$ cat config.mk
export PLATFORM = sky130hd
export DESIGN_NAME = load_store_unit
export DESIGN_NICKNAME = d
export VERILOG_FILES = /design/src/rtl/load_store_unit_pkg.sv /design/src/rtl/load_store_unit_load_formatter.sv /design/src/rtl/load_store_unit.sv
export SDC_FILE = /design/constraint.sdc
export NUM_CORES = 1
export LEC_CHECK = 0
export BUFFER_PORTS_ARGS = -buffer_cell sky130_fd_sc_hd__buf_4
export CAP_MARGIN = 20
export CORE_MARGIN = 5
export CORE_UTILIZATION = 40
export DETAILED_ROUTE_END_ITERATION = 16
export GPL_TIMING_DRIVEN = 0
export HOLD_SLACK_MARGIN = 0.06
export PLACE_DENSITY = 0.74
export SYNTH_ARGS = -nofsm -noshare
export SYNTH_HDL_FRONTEND = slang
export SYNTH_HIERARCHICAL = 1
export SYNTH_SLANG_ARGS = --single-unit
$ cat constraint.sdc
create_clock -name CLK -period 5.7 [get_ports CLK]
set_clock_uncertainty 0.2 [all_clocks]
set_input_delay 0.285 -clock CLK [delete_from_list [all_inputs] [get_ports CLK]]
set_output_delay 0.285 -clock CLK [all_outputs]
set_load 0.02 [all_outputs]
$ cat src/rtl/load_store_unit_pkg.sv
// load_store_unit_pkg: shared size codes, FSM states and WB_control bit positions
package load_store_unit_pkg;
  localparam logic [2:0] F3_B  = 3'b000;
  localparam logic [2:0] F3_H  = 3'b001;
  localparam logic [2:0] F3_W  = 3'b010;
  localparam logic [2:0] F3_BU = 3'b100;
  localparam logic [2:0] F3_HU = 3'b101;
  localparam int WB_REGWRITE  = 3;
  localparam int WB_MEMTOREG  = 2;
  localparam int WB_REGSRC_HI = 1;
  localparam int WB_REGSRC_LO = 0;
  typedef enum logic [1:0] {IDLE, BUSY, DONE} state_t;
  // Illegal size codes count as misaligned so they take the same no-bus path.
  function automatic logic misaligned(input logic [2:0] f3, input logic [1:0] a);
    return (f3 == F3_H || f3 == F3_HU) ? a[0] :
           (f3 == F3_W) ? |a :
           (f3 == F3_B || f3 == F3_BU) ? 1'b0 : 1'b1;
  endfunction
endpackage

$ cat src/rtl/load_store_unit_load_formatter.sv
// load_formatter: extracts and sign/zero-extends the loaded byte/half/word
// Ports: funct3 size code, addr_lo byte offset, rdata bus word, data formatted result.
module load_formatter
  import load_store_unit_pkg::*;
(
  input  logic [2:0]  funct3,
  input  logic [1:0]  addr_lo,
  input  logic [31:0] rdata,
  output logic [31:0] data
);
  logic [31:0] shifted;
  logic [7:0]  b;
  logic [15:0] h;
  assign shifted = rdata >> {addr_lo, 3'b000};
  assign b = shifted[7:0];
  assign h = addr_lo[1] ? rdata[31:16] : rdata[15:0];
  assign data = funct3 == F3_B  ? {{24{b[7]}}, b} :
                funct3 == F3_H  ? {{16{h[15]}}, h} :
                funct3 == F3_BU ? {24'b0, b} :
                funct3 == F3_HU ? {16'b0, h} : rdata;
endmodule

$ cat src/rtl/load_store_unit.sv
// load_store_unit: MEM-stage load/store bus master with stall, misalign and ack timeout
// Ports: CLK/RESET (async active-low); pipeline valid_i, MemRead_i, MemWrite_i, funct3_i,
// ALUResult_i, WriteData_i; bus mem_req/we/addr/wdata/wstrb, mem_ack/rdata;
// results ReadData, stall, misalign, bus_err.
module load_store_unit
  import load_store_unit_pkg::*;
#(
  parameter int ACK_TIMEOUT = 16
) (
  input  logic        CLK,
  input  logic        RESET,
  input  logic        valid_i,
  input  logic        MemRead_i,
  input  logic        MemWrite_i,
  input  logic [2:0]  funct3_i,
  input  logic [31:0] ALUResult_i,
  input  logic [31:0] WriteData_i,
  output logic        mem_req,
  output logic        mem_we,
  output logic [31:0] mem_addr,
  output logic [31:0] mem_wdata,
  output logic [3:0]  mem_wstrb,
  input  logic        mem_ack,
  input  logic [31:0] mem_rdata,
  output logic [31:0] ReadData,
  output logic        stall,
  output logic        misalign,
  output logic        bus_err
);
  state_t      state;
  logic [31:0] cnt;
  logic [2:0]  f3_q;
  logic [1:0]  lo_q;
  logic [31:0] load_data;
  logic [31:0] wdata_n;
  logic [3:0]  wstrb_n;
  logic        access, bad, accept, timeout;
  logic [1:0]  sz;
  logic [1:0]  a;
  assign sz = funct3_i[1:0];
  assign a = ALUResult_i[1:0];
  assign access = valid_i & (MemRead_i | MemWrite_i);
  assign bad = misaligned(funct3_i, a);
  assign accept = state == IDLE && access && !bad;
  // RESET gates stall so a held instruction cannot freeze the pipe during reset.
  assign stall = RESET & (accept | (state == BUSY));
  assign timeout = ACK_TIMEOUT != 0 && cnt == 32'(ACK_TIMEOUT - 1);
  assign wdata_n = sz == 2'd0 ? {4{WriteData_i[7:0]}} :
                   sz == 2'd1 ? {2{WriteData_i[15:0]}} : WriteData_i;
  assign wstrb_n = sz == 2'd0 ? 4'b0001 << a :
                   sz == 2'd1 ? (a[1] ? 4'b1100 : 4'b0011) : 4'b1111;
  load_formatter u_fmt (
    .funct3 (f3_q),
    .addr_lo(lo_q),
    .rdata  (mem_rdata),
    .data   (load_data)
  );
  always_ff @(posedge CLK or negedge RESET) begin
    if (!RESET) begin
      state     <= IDLE;
      cnt       <= '0;
      f3_q      <= '0;
      lo_q      <= '0;
      mem_req   <= 1'b0;
      mem_we    <= 1'b0;
      mem_addr  <= '0;
      mem_wdata <= '0;
      mem_wstrb <= '0;
      ReadData  <= '0;
      misalign  <= 1'b0;
      bus_err   <= 1'b0;
    end else begin
      misalign <= 1'b0;
      bus_err  <= 1'b0;
      case (state)
        IDLE: begin
          if (access && bad) misalign <= 1'b1;
          else if (access) begin
            state     <= BUSY;
            cnt       <= '0;
            f3_q      <= funct3_i;
            lo_q      <= a;
            mem_req   <= 1'b1;
            mem_we    <= MemWrite_i;
            mem_addr  <= {ALUResult_i[31:2], 2'b00};
            mem_wdata <= wdata_n;
            mem_wstrb <= MemWrite_i ? wstrb_n : 4'b0000;
          end
        end
        BUSY: begin
          // ack is checked first so a same-cycle ack beats the timeout
          if (mem_ack) begin
            if (!mem_we) ReadData <= load_data;
            mem_req <= 1'b0;
            state   <= DONE;
          end else if (timeout) begin
            mem_req <= 1'b0;
            bus_err <= 1'b1;
            state   <= DONE;
          end else if (ACK_TIMEOUT != 0) cnt <= cnt + 32'd1;
        end
        default: state <= IDLE;
      endcase
    end
  end
endmodule

==> impl_metrics.py, run 1 <==
metrics = {
    "outcome": {
        "status": "finished, final reports clean",
    },
    "synthesis": {
        "synthTopCellsByArea": "dfrtp_1 (52%), nand2_1 (11%), mux2_2 (5.1%)",
        "synthAdderAreaFrac": 0.00184,
        "yosys.area.top_type": "dfrtp_1",
        "synthArstFlopShare": 1.00,
        "ys_ff_latch": 141,
        "synth_top_family_by_area": "simple AND/OR/NAND/NOR gates",
        "synth-xor-area-share": 0.0244,
        "syn_area_um2": 6810,
        "synth_cells": 707,
        "postSynthAreaPerCell_um2": 9.63,
        "muxShareOfSynthArea": 0.0956,
        "synth_edf_count": 0,
        "yosysTopAreaCellShare": 0.518,
        "synth_flop_cell": "dfrtp_1",
        "ys_seq_area_frac": 0.518,
        "ys_types": 50,
        "synth_compound_area_frac": 0.107,
        "yosysWarnings": 6,
        "synthSimpleGateAreaFrac": 0.213,
    },
    "clock_tree": {
        "cts_max_level": 4,
        "cts_tree": "yes",
        "clk_latency_ps": 410,
        "clk_pin_slew_worst_paths_ps": 60,
        "cts_setup_buffers": 0,
        "cts_buffer_depth": 2,
        "cts.repair.resized": 0,
        "numCtsBuffers": 17,
        "clock-sinks": 141,
        "clockRootBuffer": "clkbuf_16",
    },
    "global_routing": {
        "grt_pass1_wl_um": 34800,
        "grt_pass1_vias": 6791,
        "grt_max_degree": 79,
        "met1_usage": 0.278,
        "grt_overflow_total": 0,
        "grt.met3_usage": 0.0576,
        "grt_usage": 0.218,
        "antenna_found_initial": 0,
        "grt_util_met2": 0.350,
        "grt-busiest-layer": "met2",
    },
    "timing": {
        "rsz0062_at_grt": "false",
        "worst_slew_pin_slew_ps": 923,
        "min_period_over_period": 0.490,
        "setup_tns_ps": 0,
        "min_period_ps": 2790,
        "fmax_mhz": 358,
        "hold_viol": 0,
        "maxSlewHeadroom": 0.382,
        "hold_ws_ps": 85.3,
        "setup_viol": 0,
        "slew_violations": 0,
        "timing.final.ws_setup_ps": 2910,
    },
    "critical_path": {
        "cp.required_ps": 5220,
        "arrival_ps": 2310,
        "cpPeakStageDelay_ps": 550,
        "end_kind": "output pin",
        "startpoint_type": "input pin",
        "cp_common_cell": "buf_4",
        "critPathLaunch": "MemWrite_i",
        "slowest_stage": "nor4b_1",
        "timing.setup.critical_path_class": "in2out",
        "crit_chain": "dlygate4sd3_1 > buf_4 > nor2_1 > nor4b_1 > and2_1 > buf_6 > o21a_1 > buf_4",
        "r2r-start": "state[1]$_DFFE_PN0P_",
        "cp_top_family": "buffers and inverters",
        "crit_buf_inv": 4,
        "crit_path_max_fanout": 10,
    },
    "finish": {
        "design_area_um2": 10200,
        "drive_gt1_frac": 0.277,
        "synthToLayoutAreaGrowth_pct": 50.0,
        "layout_commonest_cell": "buf_4",
        "final_util": 0.613,
        "nets": 1137,
        "final_cell_mix": "buf_4 (209), nand2_1 (199), dfrtp_1 (141)",
    },
    "floorplan": {
        "pin_count": 210,
        "die_h_um": 140,
        "die_w_um": 140,
        "start_util": 0.409,
        "fp-row-count": 47,
        "core-area_um2": 16600,
        "die-area_um2": 19700,
    },
    "placement": {
        "post-dp-hpwl_um": 14400,
        "gp_congestion": 0.889,
        "port_buffers": 207,
        "dp_slack_ps": 3300,
        "dpl_cell_area_um2": 8670,
    },
    "power_and_ir_drop": {
        "ir_drop_mv": 0.222,
        "pwr-share-clk": 0.273,
        "comb_power_share": 0.369,
        "power_switching_w": 0.00138,
        "internal_power_w": 0.00264,
        "p_seq_frac": 0.357,
        "cellPowerDensity_nw_per_um2": 394,
        "p_leak_nw": 5.06,
        "switching_share": 0.344,
    },
    "detailed_routing": {
        "dr.pass1.iters": 5,
        "wire_per_inst_um": 16.8,
        "vias_per_cell": 5.10,
        "antenna_left": 0,
        "drt-initial-drc-count": 325,
        "vias": 6436,
        "wirelength_um": 21200,
        "drc": 0,
    },
    "flow_run": {
        "drv_cap": 0,
    },
    "hold_path": {
        "holdCritStartpoint": "mem_rdata[15]",
        "hp-class": "in2reg",
    },
}
==> path summary, 6_finish.rpt <==
path	to	slack (ps)	cells after the start
worst max-delay path	stall	2910	8
worst min-delay path	ReadData[15]$_DFFE_PN0P_	90	4
worst max register to register	mem_wdata[20]$_DFFE_PN0P_	3280	6
worst min register to register	mem_addr[26]$_DFFE_PN0P_	280	2
max in group asynchronous	mem_wdata[12]$_DFFE_PN0P_	4260	3
min in group asynchronous	mem_addr[24]$_DFFE_PN0P_	240	2
==> worst register-to-register path: cells and delay by family (launching register included) <==
| family | cells | cell delay, ps |
|---|---|---|
| simple gates | 3 | 990 |
| buf+inv | 2 | 620 |
| compound gates | 1 | 80 |
| flops | 1 | 390 |
==> through the flow <==
stage | std cells | power (W)
2_1_floorplan | 708 | 0.00221
3_3_place_gp | 1135 | 0.00284
3_5_place_dp | 1136 | 0.00287
4_1_cts | 1262 | 0.00404
5_1_grt | 1262 | 0.00423
6_report | 1263 | 0.00402
==> sequential cells by signal, summed over array words and instances (netlist names), 2 cells and up <==
| register | flops |
|---|---|
| ReadData | 32 |
| cnt | 32 |
| mem_wdata | 32 |
| mem_addr | 30 |
| mem_wstrb | 4 |
| f3_q | 3 |
| lo_q | 2 |
| state | 2 |
==> final cells by class <==
cell class                      count  area, µm²
Clock inverter                      7        115
Inverter                            8       30.0
Buffer                             43        233
Sequential cell                   141       3530
Clock buffer                       23        458
Antenna cell                        1       2.50
Multi-Input combinational cell    516       3020
Tap cell                          220        275
Timing Repair Buffer              304       2550
Fill cell                        1344       6430
==> timing repair <==
action	in CTS	in global routing
hold buffers	96	0
hold endpoints to repair	163	0
setup endpoints to repair	0	0
==> cells by family (layout without fill, tap and decap cells) <==
kind of cell | Yosys count | after routing
XOR/XNOR | 19 | 19
other | 1 | 3
AO/OA/AOI/OAI | 113 | 113
adder cells (fa/ha/maj) | 1 | 1
multiplexers | 60 | 60
flip-flops | 141 | 141
buffers and inverters | 51 | 385
AND/OR/NAND/NOR | 321 | 321
==> routing by layer <==
metal | up-vias | share of wire
met5 | - | 0
met4 | 0 | 0.027
met3 | 42 | 0.070
met2 | 221 | 0.48
met1 | 3096 | 0.42
li1 | 3077 | -
==> synthesized netlist by cell type, types with 10 or more instances <==
library cell / number
nor2b_1: 11
mux2_2: 31
mux2i_1: 25
nand2_1: 199
clkbuf_1: 25
nand4_1: 13
nand3_1: 20
dfrtp_1: 141
a21oi_1: 21
nor4_1: 10
xor2_1: 16
nor2_1: 43
o21ai_0: 40
==> power by group through the flow <==
| stage | logic (W) | clock network, W | registers, W |
|---|---|---|---|
| after floorplan | 0.000476 | 0 | 0.00173 |
| after global placement | 0.00140 | 0 | 0.00144 |
| after detailed placement | 0.00142 | 0 | 0.00145 |
| after CTS | 0.00148 | 0.00112 | 0.00143 |
| after global routing | 0.00160 | 0.00117 | 0.00147 |
| final | 0.00148 | 0.00110 | 0.00144 |
Note: power is estimated with default switching activity, not from simulation.
==> inputs of run 2 (changes only) <==
ABC_AREA = 1   (was not set)
PLACE_DENSITY = 0.75   (was 0.74)
clock period = 2.5 ns   (was 5.7 ns; I/O delays follow)
==> impl_metrics.py, run 2 <==
metrics = {
    "outcome": {
        "status": "finished, final reports clean",
    },
    "power_and_ir_drop": {
        "cellPowerDensity_nw_per_um2": 849,
        "power_switching_w": 0.00382,
        "p_leak_nw": 6.00,
        "switching_share": 0.387,
        "pwr-share-clk": 0.253,
        "power.total_w": 0.00988,
        "internal_power_w": 0.00606,
        "ir_drop_mv": 0.508,
        "p_seq_frac": 0.340,
        "comb_power_share": 0.407,
    },
    "synthesis": {
        "yosys-top-cells-count": "nand2_1 (468), dfrtp_1 (141), nor2_1 (136), nand3_1 (95), inv_1 (90)",
        "yosysWarnings": 6,
        "syn_area_um2": 7980,
        "yosys.area.top_type": "dfrtp_1",
        "yosysMostFrequentCell": "nand2_1",
        "synthArstFlopShare": 1.00,
        "ys_ff_latch": 141,
        "ys_types": 30,
        "synth_flop_cell": "dfrtp_1",
        "yosysTopAreaCellShare": 0.442,
        "synth_edf_count": 0,
        "ys_seq_area_frac": 0.442,
        "synthTopCellsByArea": "dfrtp_1 (44%), nand2_1 (22%), nor2_1 (6.4%)",
        "postSynthAreaPerCell_um2": 7.05,
        "synth_cells": 1132,
    },
    "critical_path": {
        "worstSetupPathDepth": 11,
        "r2r_cells": 12,
        "arrival_ps": 2510,
        "timing.setup.critical_path_class": "in2reg",
        "crit_chain": "buf_4 > dlygate4sd3_1 > nor2_2 > nand3_1 > o211ai_1 > nand2_2 > buf_6 > buf_2 > nand2_1 > nand3_1 > dlygate4sd3_1",
        "crit_path_max_fanout": 11,
        "end_kind": "flip-flop",
        "cp_top_family": "buffers and inverters",
        "cp.required_ps": 2620,
        "slowest_stage": "dlygate4sd3_1",
        "startpoint_type": "input pin",
        "crit_buf_inv": 5,
        "cpPeakStageDelay_ps": 580,
    },
    "timing": {
        "fmax_mhz": 418,
        "min_period_ps": 2390,
        "hold_viol": 0,
        "setup_tns_ps": 0,
        "maxSlewHeadroom": 0.593,
        "slew_violations": 0,
        "setup_viol": 0,
        "hold_ws_ps": 28.3,
        "min_period_over_period": 0.957,
        "worst_slew_pin_slew_ps": 610,
        "rsz0062_at_grt": "false",
    },
    "floorplan": {
        "fp-row-count": 51,
        "pin_count": 210,
        "die-area_um2": 22900,
        "die_h_um": 151,
        "start_util": 0.408,
        "die_w_um": 151,
        "core-area_um2": 19500,
    },
    "detailed_routing": {
        "vias": 8766,
        "vias_per_cell": 5.00,
        "dr.pass1.iters": 5,
        "drc": 0,
        "met1_length_um": 11300,
        "drt-initial-drc-count": 735,
        "antenna_left": 0,
        "wl_met2_um": 13400,
        "highest_layer": "met4",
        "wl_met3_um": 2340,
        "wirelength_um": 27800,
        "wire_per_inst_um": 15.9,
    },
    "global_routing": {
        "grt_pass1_vias": 8722,
        "grt_pass1_wl_um": 43700,
        "grt_overflow_total": 0,
        "grt_max_degree": 90,
        "antenna_found_initial": 0,
        "grt_usage": 0.241,
    },
    "placement": {
        "gp_congestion": 0.962,
        "dp_cells": 1606,
        "port_buffers": 207,
        "dpl_cell_area_um2": 9900,
        "post-dp-hpwl_um": 19400,
    },
    "finish": {
        "fillers": 1719,
        "drive_gt1_frac": 0.230,
        "nets": 1580,
        "largest_registers": "ReadData x32, cnt x32, mem_wdata x32",
        "design_area_um2": 11600,
        "synthToLayoutAreaGrowth_pct": 45.9,
        "layout_commonest_cell": "nand2_1",
        "multi_input_area_um2": 3840,
        "stdcell_count": 1752,
        "layout.area.seq_um2": 3530,
        "antennaDiodeCount": 0,
        "final_cell_mix": "nand2_1 (468), buf_4 (213), dfrtp_1 (140)",
    },
    "clock_tree": {
        "clk_pin_slew_worst_paths_ps": 70,
        "cts_tree": "yes",
        "cts_max_level": 4,
        "clockRootBuffer": "clkbuf_16",
        "clk_latency_ps": 430,
        "numCtsBuffers": 17,
        "clock-sinks": 141,
        "cts_buffer_depth": 2,
    },
    "hold_path": {
        "hp-class": "in2async",
    },
    "flow_run": {
        "drv_cap": 0,
    },
}
run 2: cell types whose count changed in the layout (fill, tap and decap cells not counted), sizes merged, moves of 19 or more:
cell and change:
buf +21, o21ai -19, nor2 +99, inv +98
mux2i -26, clkbuf -23, nand3 +75, nand2 +288
run 2: final cells by class:
| type | count | share of cell area |
|---|---|---|
| sequential | 141 | 0.303 |
| inverter | 97 | 0.0313 |
| tap | 265 | 0.0285 |
| multi-input combinational | 852 | 0.330 |
| timing repair buffer | 321 | 0.235 |
| clock inverter | 15 | 0.0132 |
| buffer | 44 | 0.0228 |
| clock buffer | 17 | 0.0366 |
run 2: worst paths after layout:
| check | slack [ps] | end | from |
|---|---|---|---|
| max in group asynchronous | 1350 | cnt[0]$_DFFE_PN0P_ | RESET |
| worst max register to register | 190 | cnt[27]$_DFFE_PN0P_ | cnt[0]$_DFFE_PN0P_ |
| worst max-delay path | 110 | mem_wdata[23]$_DFFE_PN0P_ | ALUResult_i[0] |
| worst min register to register | 280 | mem_wdata[6]$_DFFE_PN0P_ | mem_wdata[6]$_DFFE_PN0P_ |
| min in group CLK | 80 | ReadData[7]$_DFFE_PN0P_ | mem_rdata[7] |
| worst min-delay path | 30 | mem_addr[10]$_DFFE_PN0P_ | RESET |
run 2: logic make-up (layout without fill, tap and decap cells):
group | after synthesis | after routing | share of synthesized area
other cells | 1 | 2 | 0.000470
buf+inv | 141 | 494 | 0.0783
flops | 141 | 141 | 0.442
xor+xnor | 9 | 9 | 0.00988
simple gates | 730 | 731 | 0.370
compound gates | 77 | 77 | 0.0521
mux | 32 | 32 | 0.0452
fa+ha+maj | 1 | 1 | 0.00157
run 2: worst register-to-register path: cells and delay by family (launching register included):
kind	cells	cell delay, ps
adder cells (fa/ha/maj)	1	230
buffers and inverters	2	280
flip-flops	1	450
AND/OR/NAND/NOR	9	1040
run 2: metrics by stage:
| stage | utilization | worst slack [ps] |
|---|---|---|
| after global routing | 0.596 | 2.40 |
| after CTS | 0.593 | 5.52 |
| after floorplan | - | 545 |
| after global placement | 0.505 | 67.3 |
| after detailed placement | 0.507 | 126 |
| final | 0.596 | 108 |
run 2: routing by layer:
layer,up-vias,track usage
met4,0,0.0988
li1,4211,-
met5,-,0
met1,4063,0.304
met2,428,0.397
met3,64,0.0592
run 2: power by group through the flow:
stage	Clock [W]	Sequential (W)	Combinational, W
floorplan	0	0.00404	0.00143
global placement	0	0.00336	0.00372
detailed placement	0	0.00336	0.00379
CTS	0.00255	0.00334	0.00398
global route	0.00266	0.00344	0.00434
finish	0.00250	0.00336	0.00402
run 2: what timing repair did:
item                                   in CTS  in global routing
hold buffers                              110                  0
gates resized for setup                     0                  7
setup endpoints to repair                   0                 30
endpoints found under the hold margin     246                  0
buffers inserted                            0                  2
==> inputs of run 3 (changes only) <==
PLACE_DENSITY = 0.78   (was 0.75)
==> impl_metrics.py, run 3 (synthesis gave the netlist of run 2 again) <==
metrics = {
    "outcome": {
        "status": "finished, final reports clean",
    },
    "global_routing": {
        "grt_max_degree": 100,
        "grt_usage": 0.252,
        "grt_pass1_vias": 8878,
        "grt_pass1_wl_um": 45300,
        "grt_overflow_total": 0,
        "antenna_found_initial": 0,
    },
    "detailed_routing": {
        "wirelength_um": 29100,
        "dr.pass1.iters": 7,
        "drc": 0,
        "wl_met3_um": 2670,
        "wire_per_inst_um": 16.5,
        "antenna_left": 0,
        "highest_layer": "met4",
        "vias_per_cell": 5.13,
        "vias": 9032,
        "wl_met2_um": 13900,
        "met1_length_um": 11300,
        "drt-initial-drc-count": 748,
    },
    "timing": {
        "maxSlewHeadroom": 0.609,
        "min_period_over_period": 0.977,
        "worst_slew_pin_slew_ps": 584,
        "setup_tns_ps": 0,
        "setup_viol": 0,
        "hold_viol": 0,
        "min_period_ps": 2440,
        "fmax_mhz": 409,
        "slew_violations": 0,
        "rsz0062_at_grt": "false",
    },
    "critical_path": {
        "critPathLaunch": "lo_q[1]$_DFFE_PN0P_",
        "startpoint_type": "flip-flop",
        "r2r-start": "lo_q[1]$_DFFE_PN0P_",
        "slowest_stage": "dlygate4sd3_1",
        "crit_chain": "inv_1 > buf_2 > nor2_1 > o22ai_1 > dlygate4sd3_1 > nand2_1 > mux2_2",
        "end_kind": "flip-flop",
        "cp.required_ps": 2670,
        "cp_top_family": "buffers and inverters",
        "cpPeakStageDelay_ps": 580,
        "arrival_ps": 2610,
        "timing.setup.critical_path_class": "reg2reg",
        "crit_buf_inv": 3,
        "crit_path_max_fanout": 10,
    },
    "finish": {
        "antennaDiodeCount": 0,
        "fillers": 1614,
        "multi_input_area_um2": 3840,
        "layout_commonest_cell": "nand2_1",
        "largest_registers": "ReadData x32, cnt x32, mem_wdata x32",
        "drive_gt1_frac": 0.231,
        "synthToLayoutAreaGrowth_pct": 47.1,
        "layout.area.seq_um2": 3530,
        "final_util": 0.601,
        "nets": 1589,
        "final_cell_mix": "nand2_1 (468), buf_4 (219), dfrtp_1 (140)",
    },
    "clock_tree": {
        "clk_pin_slew_worst_paths_ps": 60,
        "numCtsBuffers": 17,
        "cts_tree": "yes",
        "clockRootBuffer": "clkbuf_16",
        "clock-sinks": 141,
        "cts_buffer_depth": 2,
        "cts_max_level": 4,
        "clk_latency_ps": 430,
    },
    "power_and_ir_drop": {
        "ir_drop_mv": 0.578,
        "power_switching_w": 0.00391,
        "p_seq_frac": 0.336,
        "switching_share": 0.388,
        "cellPowerDensity_nw_per_um2": 858,
        "internal_power_w": 0.00616,
        "p_leak_nw": 6.03,
        "comb_power_share": 0.403,
        "pwr-share-clk": 0.261,
    },
    "floorplan": {
        "die_h_um": 151,
        "die_w_um": 151,
        "fp-row-count": 51,
        "start_util": 0.408,
        "die-area_um2": 22900,
        "core-area_um2": 19500,
        "pin_count": 210,
    },
    "flow_run": {
        "drv_cap": 0,
    },
    "placement": {
        "gp_congestion": 0.935,
        "port_buffers": 207,
        "post-dp-hpwl_um": 19500,
    },
    "hold_path": {
        "holdCritStartpoint": "mem_rdata[1]",
        "hp-class": "in2reg",
    },
}
==> run 3: final timing paths <==
kind	end	slack (ps)	depth (start not counted)
worst max register to register	ReadData[14]$_DFFE_PN0P_	60	7
worst max-delay path	ReadData[14]$_DFFE_PN0P_	60	7
worst min register to register	mem_addr[25]$_DFFE_PN0P_	290	2
min in group asynchronous	mem_addr[6]$_DFFE_PN0P_	570	4
worst min-delay path	ReadData[1]$_DFFE_PN0P_	70	6
max in group asynchronous	cnt[22]$_DFFE_PN0P_	1030	4
==> run 3: timing repair <==
action                     in CTS  in global routing
gates resized for setup         0                  6
setup endpoints to repair       0                 24
hold endpoints to repair      246                  0
hold buffers                  116                  0
setup buffers                   0                  7
==> run 3: power by group through the flow <==
stage / combinational [W] / sequential [W] / clock [W]
6_report: 0.00406 / 0.00339 / 0.00263
5_1_grt: 0.00434 / 0.00346 / 0.00275
4_1_cts: 0.00398 / 0.00335 / 0.00264
3_5_place_dp: 0.00379 / 0.00338 / 0
3_3_place_gp: 0.00372 / 0.00336 / 0
2_1_floorplan: 0.00143 / 0.00404 / 0
==> run 3: cell type report <==
type / count / area share
flip-flops and latches: 141 / 0.301
well taps: 265 / 0.0283
plain buffers: 44 / 0.0223
multi-input cells: 851 / 0.327
clock buffers: 18 / 0.0366
inverters: 97 / 0.0310
repair buffers: 331 / 0.239
clock inverters: 14 / 0.0148
==> run 3: worst register-to-register path, stage by stage (launching register included) <==
cell,delay (ps)
dfrtp_1,440
inv_1,110
buf_2,200
nor2_1,490
o22ai_1,160
dlygate4sd3_1,580
nand2_1,60
mux2_2,130
==> run 3: metal layers <==
metal	up-vias	global-route usage
met5	-	0
met1	4191	0.305
li1	4242	-
met3	114	0.0712
met2	485	0.420
met4	0	0.107
==> run 3: metrics by stage <==
step | hold WS (ps) | cells | setup slack [ps] | area [µm²] | power [W]
3_3_place_gp | 119 | 1605 | 191 | 9870 | 0.00708
6_report | 74.5 | 1761 | 57.2 | 11700 | 0.0101
2_1_floorplan | -371 | 1133 | 545 | 7980 | 0.00546
5_1_grt | 117 | 1761 | 20.7 | 11700 | 0.0105
3_5_place_dp | -122 | 1606 | 186 | 9900 | 0.00717
4_1_cts | 66.9 | 1754 | 0.794 | 11700 | 0.00998
